File: src/rtl/uart_cmd_decoder.sv
// Pops UART command bytes from a FWFT RX FIFO and turns R/L/U/D into timed direction pulses.
// Define UART_CMD_LOWERCASE_EN to also accept r/l/u/d as commands.
module uart_cmd_decoder #(
  parameter int PULSE_CYCLES = 1,
  parameter int GAP_CYCLES   = 1
) (
  input  logic       clk,
  input  logic       reset,
  input  logic [7:0] rx_data,
  input  logic       rx_empty,
  output logic       rd_en,
  output logic       r,
  output logic       l,
  output logic       u,
  output logic       d,
  output logic       cmd_err
);

  localparam int MAX_CYCLES = (PULSE_CYCLES > GAP_CYCLES) ? PULSE_CYCLES : GAP_CYCLES;
  localparam int CNT_W      = $clog2(MAX_CYCLES + 1);
  localparam logic [CNT_W-1:0] PULSE_LOAD = CNT_W'(PULSE_CYCLES);
  localparam logic [CNT_W-1:0] GAP_LOAD   = CNT_W'(GAP_CYCLES);
  localparam logic [CNT_W-1:0] CNT_ONE    = CNT_W'(1);

  typedef enum logic [1:0] {
    IDLE  = 2'd0,
    PULSE = 2'd1,
    GAP   = 2'd2
  } state_t;

  // Direction vector is {r, l, u, d}; zero means the byte is not a direction.
  function automatic logic [3:0] decode_dir(input logic [7:0] b);
    logic [3:0] dir;
    case (b)
      8'h52:   dir = 4'b1000;
      8'h4C:   dir = 4'b0100;
      8'h55:   dir = 4'b0010;
      8'h44:   dir = 4'b0001;
`ifdef UART_CMD_LOWERCASE_EN
      8'h72:   dir = 4'b1000;
      8'h6C:   dir = 4'b0100;
      8'h75:   dir = 4'b0010;
      8'h64:   dir = 4'b0001;
`endif
      default: dir = 4'b0000;
    endcase
    return dir;
  endfunction

  function automatic logic is_eol(input logic [7:0] b);
    return (b == 8'h0D) || (b == 8'h0A);
  endfunction

  state_t           state_r, state_s;
  logic [CNT_W-1:0] cnt_r, cnt_s;
  logic [7:0]       cmd_q, cmd_s;
  logic [3:0]       dir_r, dir_s;
  logic             rd_s, err_s;

  // Next-state, counter and registered-output values
  always_comb begin
    state_s = state_r;
    cnt_s   = cnt_r;
    cmd_s   = cmd_q;
    dir_s   = 4'b0000;
    rd_s    = 1'b0;
    err_s   = 1'b0;
    case (state_r)
      IDLE: begin
        if (!rx_empty) begin
          cmd_s = rx_data;
          rd_s  = 1'b1;
          if (decode_dir(rx_data) != 4'b0000) begin
            state_s = PULSE;
            cnt_s   = PULSE_LOAD;
            dir_s   = decode_dir(rx_data);
          end else begin
            state_s = GAP;
            cnt_s   = GAP_LOAD;
            err_s   = !is_eol(rx_data);
          end
        end else begin
          state_s = IDLE;
        end
      end
      PULSE: begin
        // A count of 0 is unreachable; treating it as terminal keeps the FSM from wrapping.
        if (cnt_r <= CNT_ONE) begin
          state_s = GAP;
          cnt_s   = GAP_LOAD;
        end else begin
          cnt_s = cnt_r - CNT_ONE;
          dir_s = decode_dir(cmd_q);
        end
      end
      GAP: begin
        if (cnt_r <= CNT_ONE) begin
          state_s = IDLE;
          cnt_s   = '0;
        end else begin
          cnt_s = cnt_r - CNT_ONE;
        end
      end
      default: begin
        state_s = IDLE;
        cnt_s   = '0;
      end
    endcase
  end

  // State, counter, command latch and output registers
  always_ff @(posedge clk or posedge reset) begin
    if (reset) begin
      state_r <= IDLE;
      cnt_r   <= '0;
      cmd_q   <= 8'h00;
      dir_r   <= 4'b0000;
      rd_en   <= 1'b0;
      cmd_err <= 1'b0;
    end else begin
      state_r <= state_s;
      cnt_r   <= cnt_s;
      cmd_q   <= cmd_s;
      dir_r   <= dir_s;
      rd_en   <= rd_s;
      cmd_err <= err_s;
    end
  end

  assign r = dir_r[3];
  assign l = dir_r[2];
  assign u = dir_r[1];
  assign d = dir_r[0];

endmodule

File: config.mk
export PLATFORM = sky130hd
export DESIGN_NAME = uart_cmd_decoder
export DESIGN_NICKNAME = d
export VERILOG_FILES = /design/src/rtl/uart_cmd_decoder.sv
export SDC_FILE = /design/constraint.sdc
export NUM_CORES = 1
export LEC_CHECK = 0
export CAP_MARGIN = 20
export CORE_UTILIZATION = 30
export DETAILED_ROUTE_END_ITERATION = 12
export PLACE_DENSITY = 0.6
export SYNTH_ARGS = -nofsm -noshare
export SYNTH_HDL_FRONTEND = slang
export SYNTH_SLANG_ARGS = --single-unit
File: constraint.sdc
create_clock -name clk -period 1.39 [get_ports clk]
set_input_delay 0.278 -clock clk [delete_from_list [all_inputs] [get_ports clk]]
set_output_delay 0.278 -clock clk [all_outputs]
set_load 0.01 [all_outputs]
==> results of run 1 <==
flip-flops by register name, indices dropped and copies added, names as in the netlist:
signal	cells
cmd_err	1
dir_r	4
rd_en	1
state_r	2
per-layer routing:
| layer | part of all wire | track usage | vias up | wire, µm |
|---|---|---|---|---|
| met5 | 0 | 0 | - | 0 |
| met4 | 0.024 | 0.1379 | 0 | 19 |
| met3 | 0.055 | 0.03468 | 2 | 43 |
| met2 | 0.52 | 0.2417 | 17 | 406 |
| met1 | 0.40 | 0.1594 | 176 | 310 |
| li1 | - | - | 184 | - |
worst max-delay path, stage by stage:
cell and delay [ns]:
clkdlybuf4s50_1 0.47, or3b_4 0.43, nor3_4 0.18, and3_1 0.16
through the flow:
stage | cells | cell area [µm²]
after detailed placement | 74 | 629.4
final | 77 | 680.7
after global placement | 74 | 629.4
after global routing | 77 | 680.7
after CTS | 77 | 658.1
after floorplan | 37 | 402.9
placed cells by master, fill, tap and decap left out, types with 2 or more instances in the layout:
cell type        n
a21oi_1          2
and3b_1          2
buf_4            8
clkbuf_4         3
clkdlybuf4s50_1  7
dfrtp_1          8
dlymetal6s2s_1   9
inv_1            2
nand3b_1         2
nor2_1           5
final timing paths:
kind	slack [ns]	cells after the start	end	startpoint
min reg2reg	0.51	1	state_r[1]$_DFF_PP0_	state_r[1]$_DFF_PP0_
max in group asynchronous	0.90	2	rd_en$_DFF_PP0_	reset
max reg2reg	0.15	3	dir_r[2]$_DFF_PP0_	state_r[1]$_DFF_PP0_
min in group clk	0.38	4	dir_r[0]$_DFF_PP0_	rx_data[4]
max	0.05	4	dir_r[2]$_DFF_PP0_	rx_data[6]
min	0.27	2	state_r[0]$_DFF_PP0_	reset
cell families (layout without fill, tap and decap cells):
logic type             Yosys count  in the layout
AOI/OAI and AO/OA                5              5
buffers and inverters            3             29
DFF                              8              8
and+or+nand+nor                 21             21
where the power goes:
part | switching [mW] | internal, mW
clock network | 0.0684 | 0.0981
registers | 0.00578 | 0.245
logic | 0.0457 | 0.0685
total | 0.120 | 0.412
what timing repair did:
item | 4_1_cts | 5_1_grt
endpoints found under the setup margin | 3 | 10
buffers inserted | 0 | 0
pin swaps | 0 | 1
hold endpoints to repair | 0 | 0
resized for setup | 2 | 9
cloned | 0 | 0
final cells by class:
cell class,instances,area share
clock buffer,3,0.03309
inverter,2,0.01103
multi-input combinational,26,0.2794
sequential,8,0.2941
tap,14,0.02574
timing repair buffer,24,0.3566
==> results.toml, run 1 <==
[grt]
grt_pass1_vias = 405
antenna_found_initial = 0
track_usage = 0.1503
overflow = 0
grt_pass1_wl_mm = 1.476
grt_max_degree = 9

[cells_and_area]
nNetsFinal = 76
final_util = 0.5812
layout-drive-gt1-share = 0.2698
ff_latch_area_um2 = 200.2
multi_input_area_um2 = 190.2
nFillCells = 110
area_growth_pct = 68.94
antenna_cells = 0

[timing]
tns_ns = 0
whs_ns = 0.2683
period_needed_ns = 1.339
max_slew_margin = 0.8132
hold_viol = 0
worst_slew_pin_slew_ns = 0.2799
rsz0062_at_grt = "true"
period_share = 0.9631
fmax_mhz = 747.0
worst_slack_ns = 0.05126
worst_clock_skew_ns = 0.006096
slew_violations = 0
setup_viol = 0

[clock_tree]
cts_tree = "yes"
numCtsBuffers = 3
clkLatencyLatePin_ns = 0.24
cts_buffer_depth = 2
path_clk_slew_ns = 0.05
clockRootBuffer = "clkbuf_4"
htree_levels = 1
clkSinkCount = 8
postCtsHoldBufs = 0

[synth]
synth_edf_count = 0
synth_xor_area_frac = 0
synth_mux_area_frac = 0
yosys.area_share.adder = 0
synthesis.area_um2 = 402.9
netlist_instances = 37
synth_most_common_cell = "dfrtp_1"
synth_top_family_by_area = "simple AND/OR/NAND/NOR gates"
yosys.area_share.simple = 0.3727
synthTopCellsByArea = "dfrtp_1 (50%), nor2_1 (4.7%), and3b_1 (4.3%), nor3_4 (4.0%), a21oi_1 (3.7%)"
yosys_warnings = 0
yosys.area.top_type = "dfrtp_1"
synth.avg_cell_area_um2 = 10.89
yosys_most_used_dff = "dfrtp_1"
synth-seq-cells = 8
synth-compound-area-share = 0.08385
yosysSeqAreaShare = 0.4969
ys_top_cells_by_count = "dfrtp_1 (8), nor2_1 (5), a21oi_1 (3)"
synth_fp_nets = 48
synth_cell_types = 21
synth_top_area_share = 0.4969
async_flop_share = 1.000

[floorplan]
core.rowCount = 12
start_util = 0.3440
ioPinCount = 17
fp.dieW_um = 38.65
die_area_mm2 = 0.001493
core_area_mm2 = 0.001171
fp.dieH_um = 38.65

[routing]
routed_wirelength_um = 779
viasPerCell = 4.922
remaining_drc_errors = 0
ant_nets = 0
dr.pass1.iters = 1
drt-initial-drc-count = 0
routedWlPerCell_um = 10.12
vias = 379

[critical_path]
crit_type = "primary input to flop"
path_max_fanout = 6
critPathCaptureType = "flop"
cp.required_ns = 1.57
cp.arrival_ns = 1.52
critPathLaunchType = "primary input"

[place]
io_buffers = 16
globalplace.congestion = 0.8000
post-place-ws_ns = -0.2967

[outcome]
status = "finished clean"

[min_path]
min_path_type = "primary input to asynchronous set/reset pin"

[flow_run]
cap_viol_max_count = 0

[power]
power_density_mw_per_mm2 = 780.9
p_leak_nw = 0.4397
irDropWorstVdd_mv = 0.2948
p_total_uw = 531.5
(Power assumes the default switching activity.)
==> inputs of run 2 (changes only) <==
HOLD_SLACK_MARGIN = 0.05   (was unset)
==> results of run 2 <==
Final layout, timing and power as in run 1 (identical DEF).
